$ cat src/rtl/serial_add_if.sv
// Operand/result handshake bundle for the bit-serial add/subtract sequencer.
// The master side supplies operands and consumes results; the slave side is the sequencer.
interface serial_add_if #(
  parameter int WIDTH = 8
);
  logic             in_valid;
  logic             in_ready;
  logic [WIDTH-1:0] a;
  logic [WIDTH-1:0] b;
  logic             sub;
  logic             out_valid;
  logic             out_ready;
  logic [WIDTH-1:0] sum;
  logic             cout;
  logic             ovf;

  modport master (
    output in_valid, a, b, sub, out_ready,
    input  in_ready, out_valid, sum, cout, ovf
  );

  modport slave (
    input  in_valid, a, b, sub, out_ready,
    output in_ready, out_valid, sum, cout, ovf
  );
endinterface

$ cat src/rtl/serial_add_ctrl.sv
// Bit-serial adder/subtractor: one shared full-adder cell, one operand bit per clock, LSB first.
// Subtraction is A + ~B + 1, with the +1 preloaded into the carry flop.
module serial_add_ctrl #(
  parameter int WIDTH = 8
) (
  input logic         clk,
  input logic         rst,
  serial_add_if.slave bus
);
  localparam int CNT_W = (WIDTH > 1) ? $clog2(WIDTH) : 1;
  localparam logic [CNT_W-1:0] LAST_BIT = CNT_W'(WIDTH - 1);

  typedef enum logic [1:0] {IDLE, RUN, DONE} state_t;

  state_t           state_q, state_d;
  logic [CNT_W-1:0] cnt_q;
  logic [WIDTH-1:0] a_q, b_q, res_q;
  logic             carry_q, cout_q, ovf_q;
  logic             accept, step, last;
  logic [1:0]       fa;

  // Returns {carry, sum} of a single full-adder cell.
  function automatic logic [1:0] full_add(input logic x, input logic y, input logic ci);
    full_add = {(x & y) | (ci & (x ^ y)), x ^ y ^ ci};
  endfunction

  assign fa = full_add(a_q[0], b_q[0], carry_q);

  always_comb begin
    state_d = state_q;
    accept  = 1'b0;
    step    = 1'b0;
    last    = 1'b0;
    case (state_q)
      IDLE: begin
        if (bus.in_valid) begin
          accept  = 1'b1;
          state_d = RUN;
        end
      end
      RUN: begin
        step = 1'b1;
        if (cnt_q == LAST_BIT) begin
          last    = 1'b1;
          state_d = DONE;
        end
      end
      DONE: begin
        if (bus.out_ready) state_d = IDLE;
      end
      default: state_d = IDLE;
    endcase
  end

  always_ff @(posedge clk or posedge rst) begin
    if (rst) state_q <= IDLE;
    else     state_q <= state_d;
  end

  // Datapath: operand load on accept, one shift/add step per RUN cycle.
  always_ff @(posedge clk or posedge rst) begin
    if (rst) begin
      cnt_q   <= '0;
      a_q     <= '0;
      b_q     <= '0;
      res_q   <= '0;
      carry_q <= 1'b0;
      cout_q  <= 1'b0;
      ovf_q   <= 1'b0;
    end else if (accept) begin
      a_q     <= bus.a;
      b_q     <= bus.sub ? ~bus.b : bus.b;
      carry_q <= bus.sub;
      cnt_q   <= '0;
    end else if (step) begin
      res_q   <= {fa[0], res_q[WIDTH-1:1]};
      a_q     <= a_q >> 1;
      b_q     <= b_q >> 1;
      carry_q <= fa[1];
      if (last) begin
        cout_q <= fa[1];
        // carry_q here is the carry into the MSB cell
        ovf_q  <= carry_q ^ fa[1];
      end else begin
        cnt_q <= cnt_q + CNT_W'(1);
      end
    end
  end

  assign bus.in_ready  = (state_q == IDLE);
  assign bus.out_valid = (state_q == DONE);
  assign bus.sum       = res_q;
  assign bus.cout      = cout_q;
  assign bus.ovf       = ovf_q;
endmodule

$ cat src/flat_wrapper.sv
// flat-port wrapper written by rule: the top's interface ports become plain ports
module serial_add_ctrl_flat 
#(
  parameter int WIDTH = 8
)
  (clk, rst, bus_in_valid, bus_a, bus_b, bus_sub, bus_out_ready, bus_in_ready, bus_out_valid, bus_sum, bus_cout, bus_ovf);
  serial_add_if #(.WIDTH(WIDTH)) bus_i ();
  input logic clk;
  input logic rst;
  input wire logic [$bits(bus_i.in_valid)-1:0] bus_in_valid;
  input wire logic [$bits(bus_i.a)-1:0] bus_a;
  input wire logic [$bits(bus_i.b)-1:0] bus_b;
  input wire logic [$bits(bus_i.sub)-1:0] bus_sub;
  input wire logic [$bits(bus_i.out_ready)-1:0] bus_out_ready;
  output wire logic [$bits(bus_i.in_ready)-1:0] bus_in_ready;
  output wire logic [$bits(bus_i.out_valid)-1:0] bus_out_valid;
  output wire logic [$bits(bus_i.sum)-1:0] bus_sum;
  output wire logic [$bits(bus_i.cout)-1:0] bus_cout;
  output wire logic [$bits(bus_i.ovf)-1:0] bus_ovf;
  assign bus_i.in_valid = bus_in_valid;
  assign bus_i.a = bus_a;
  assign bus_i.b = bus_b;
  assign bus_i.sub = bus_sub;
  assign bus_i.out_ready = bus_out_ready;
  assign bus_in_ready = bus_i.in_ready;
  assign bus_out_valid = bus_i.out_valid;
  assign bus_sum = bus_i.sum;
  assign bus_cout = bus_i.cout;
  assign bus_ovf = bus_i.ovf;
  serial_add_ctrl #(.WIDTH(WIDTH)) u_core (.clk(clk), .rst(rst), .bus(bus_i));
endmodule
$ cat config.mk
export PLATFORM = sky130hd
export DESIGN_NAME = serial_add_ctrl_flat
export DESIGN_NICKNAME = d
export VERILOG_FILES = /design/src/rtl/serial_add_if.sv /design/src/rtl/serial_add_ctrl.sv /design/src/flat_wrapper.sv
export SDC_FILE = /design/constraint.sdc
export NUM_CORES = 1
export LEC_CHECK = 0
export BUFFER_PORTS_ARGS = -buffer_cell sky130_fd_sc_hd__buf_2
export CAP_MARGIN = 30
export CORE_MARGIN = 5
export CORE_UTILIZATION = 56
export DETAILED_ROUTE_END_ITERATION = 12
export GPL_TIMING_DRIVEN = 0
export PLACE_DENSITY = 0.91
export SLEW_MARGIN = 5
export SYNTH_ARGS = -nofsm -noshare
export SYNTH_HDL_FRONTEND = slang
export SYNTH_SLANG_ARGS = --single-unit
$ cat constraint.sdc
create_clock -name clk -period 2.85 [get_ports clk]
set_input_delay 0.1425 -clock clk [delete_from_list [all_inputs] [get_ports clk]]
set_output_delay 0.1425 -clock clk [all_outputs]
set_load 0.03 [all_outputs]
==> impl_results.md <==
* Worst Setup End Kind: register
* Max_cap viols at 0
* IO Port Bufs at 31
* Placed standard-cell area at 1690 um2
* FF+latch count, synth at 32
* Worst setup margin at 1.09 ns
* Clock period minus worst slack at 1.76 ns
* CP Launch Type: register
* Initial DRC count at 56
* Register area share after synthesis at 0.545
* PwrDens at 1110 nW/um2
* Slew HR at 0.533
* Delay-heaviest family, CP: simple AND/OR/NAND/NOR gates
* Final setup TNS at 0 ns
* First-pass GRT wire length at 4750 um
* DR vias at 1135
* Sequential power share at 0.404
* RSZ-0062 raised after global routing: false
* Met1 WL at 1260 um
* Hold/Removal Path Class: input port to register
* Clk Latency, worst-skew pair at 0.33 ns
* Seq. cell area at 801 um2
* Cell Area, Synth at 1470 um2
* Root Buffer: clkbuf_4
* Area of the multi-input gates at 601 um2
* Worst Path Required at 3.07 ns
* Sw frac at 0.415
* Highest Signal Layer: met4
* Initial antenna violation count at 0
* Antenna viol nets, final at 0
* Vias per cell at 5.23
* Psw at 812 uW
* Worst hold stages at 3
* I/O pins at 33
* Period utilisation layout at 0.619
* Hold EP: u_core.a_q[7]$_DFFE_PP0P_
* Mapped Cells at 147
* Worst slew pin tran at 0.700 ns
* Avg Inst Size Synth at 9.99 um2
* VDD IR max at 0.750 mV
* Metal2 WL at 1530 um
* Worst Path Buf+Inv at 0
* Area Overhead vs Synth at 20.1%
* Commonest non-fill, non-tap cell in the layout: nand2_1
* GR Overflow Total at 0
* # DRC at 0
* Library cells used by synthesis at 26
* Initial Util at 0.588
* Reg2Reg Setup Slack at 1.09 ns
* Worst-path clk slew at 0.09 ns
* Hold Startpoint: bus_a[7]
* Core area at 2500 um2
* Non-Filler Cell Area, Final at 1760 um2
* Cts bufs inserted at 5
* Ratio of cells with drive above 1 in the final layout at 0.278
* Clock Power Share at 0.144
* Antenna diode count at 0
* Clock Skew at 0.00516 ns
* Most frequent cells in the layout: 51 x nand2_1, 36 x buf_2, 32 x dfrtp_1, 9 x nor2_1, 8 x a22oi_1
* Longest Clk Path Bufs at 2
* Final Core Density at 0.706
* Syn Nets at 171
* CTS HTree Levels at 2
* Final Wtd Congestion at 0.775
* CTS tree: done
* Dpl ws at 1.09 ns
* Outcome: finished, final reports clean
* Fin nets at 211
* Die height at 61.2 um
* Routed length per placed instance at 13.7 um
* Total die area at 3750 um2
* Crit path arrival time at 1.99 ns
* Pre-antenna DRT Iters at 4
* Fmax at 0.567 GHz
* Die Wd at 61.2 um
* Share of total power in combinational logic at 0.452
* Int Power at 1140 uW
* Clock sinks at 32
* Critical R2R Launch: u_core.cnt_q[0]$_DFFE_PP0P_
* Metal3 WL at 157 um
* Crit Path Class: register to register
* Cell Rows at 18
* Detailed placement HPWL at 2270 um
* Post-CTS sizing at 0
* Routed wire length at 2980 um
* # hold bufs at CTS at 1
* RR Endpoint: u_core.cnt_q[0]$_DFFE_PP0P_
* Vias in the first global route at 1122
* Cells on worst reg2reg path at 5
* Slew Limit Fails at 0
* Largest net degree at the start of global routing at 18
* Syn. warnings at 0
* Gr usage total at 0.178
* Leak at 0.000937 uW
* Hold slack at 0.00904 ns
* Final setup viols at 0
* Critical-path cell list: ha_1 > ha_1 > nor3b_1 > nor2_1 > mux2_2
* Critical path's slowest cell: nor3b_1
* Post-CTS setup buffer count at 0
* Most frequent CP cell: ha_1
* Fin. Hold Viols at 0
* Largest stage delay, worst path at 0.42 ns
* Peak fanout along the critical path at 4
* Fill cell count at 187
-- synthesized netlist by cell type (all sizes together) --
cell type	instances	area [um2]
clkbuf	2	8.75
xor2	5	43.8
a22oi	8	60.1
inv	3	11.3
xnor2	4	35.0
fa	1	20.0
nand3	2	10.0
nor2b	1	6.26
nor2	9	33.8
a31oi	4	25.0
a221o	3	30.0
ha	2	25.0
or3b	1	8.76
a22o	2	17.5
mux2	3	33.8
buf	7	47.5
nand2	51	191
o21ai	2	13.8
nor3b	2	26.3
nand2b	2	12.5
o21bai	1	7.51
dfrtp	32	801
-- stage by stage --
stage / instances / power, uW
after global routing: 217 / 2100
after floorplan: 147 / 1440
after detailed placement: 209 / 1690
after global placement: 208 / 1610
after CTS: 217 / 1970
final: 217 / 1950
-- how the worst max path moves through the flow --
stage / start / to / cells past startpoint
after floorplan: u_core.cnt_q[0]$_DFFE_PP0P_ / u_core.cnt_q[0]$_DFFE_PP0P_ / 5
after global routing: u_core.cnt_q[0]$_DFFE_PP0P_ / u_core.cnt_q[0]$_DFFE_PP0P_ / 5
after CTS: u_core.cnt_q[0]$_DFFE_PP0P_ / u_core.cnt_q[0]$_DFFE_PP0P_ / 5
after detailed placement: u_core.cnt_q[0]$_DFFE_PP0P_ / u_core.cnt_q[0]$_DFFE_PP0P_ / 5
after global placement: u_core.cnt_q[0]$_DFFE_PP0P_ / u_core.cnt_q[0]$_DFFE_PP0P_ / 5
final: u_core.cnt_q[0]$_DFFE_PP0P_ / u_core.cnt_q[0]$_DFFE_PP0P_ / 5
-- area by class of cell --
| type | instances | area share |
|---|---|---|
| inverters | 3 | 0.00638 |
| well taps | 30 | 0.0213 |
| multi-input cells | 103 | 0.340 |
| repair buffers | 33 | 0.109 |
| plain buffers | 9 | 0.0319 |
| flip-flops and latches | 32 | 0.454 |
| clock buffers | 7 | 0.0369 |
-- cell families (layout without fill, tap and decap cells) --
family	after synthesis	after routing	synth area share
AND/OR/NAND/NOR	68	68	0.197
flip-flops	32	32	0.545
AO/OA/AOI/OAI	20	20	0.105
buffers and inverters	12	52	0.0460
XOR/XNOR	9	9	0.0537
adder cells (fa/ha/maj)	3	3	0.0307
multiplexers	3	3	0.0230
-- power by group through the flow --
stage / Combinational [uW] / Sequential (uW) / Clock, uW
floorplan: 554 / 882 / 0
global placement: 837 / 777 / 0
detailed placement: 890 / 796 / 0
CTS: 894 / 791 / 290
global route: 979 / 813 / 310
finish: 883 / 791 / 281
-- layer usage --
layer / global-route usage / vias to the layer above
met5: 0 / -
met2: 0.302 / 29
met1: 0.208 / 537
li1: - / 563
met4: 0.0929 / 0
met3: 0.0440 / 6
-- tightest hold or removal path, stage by stage --
cell,delay [ns]
buf_2,0.08
nand2_1,0.04
nand2_1,0.05
-- registers in the layout (all words and copies together) (netlist names) --
name and count:
u_core.cnt_q 3, u_core.state_q 2, u_core.bus.ovf 1, u_core.b_q 8
u_core.a_q 8, u_core.bus.cout 1, u_core.bus.sum 8, u_core.carry_q 1
(Power assumes the default switching activity.)
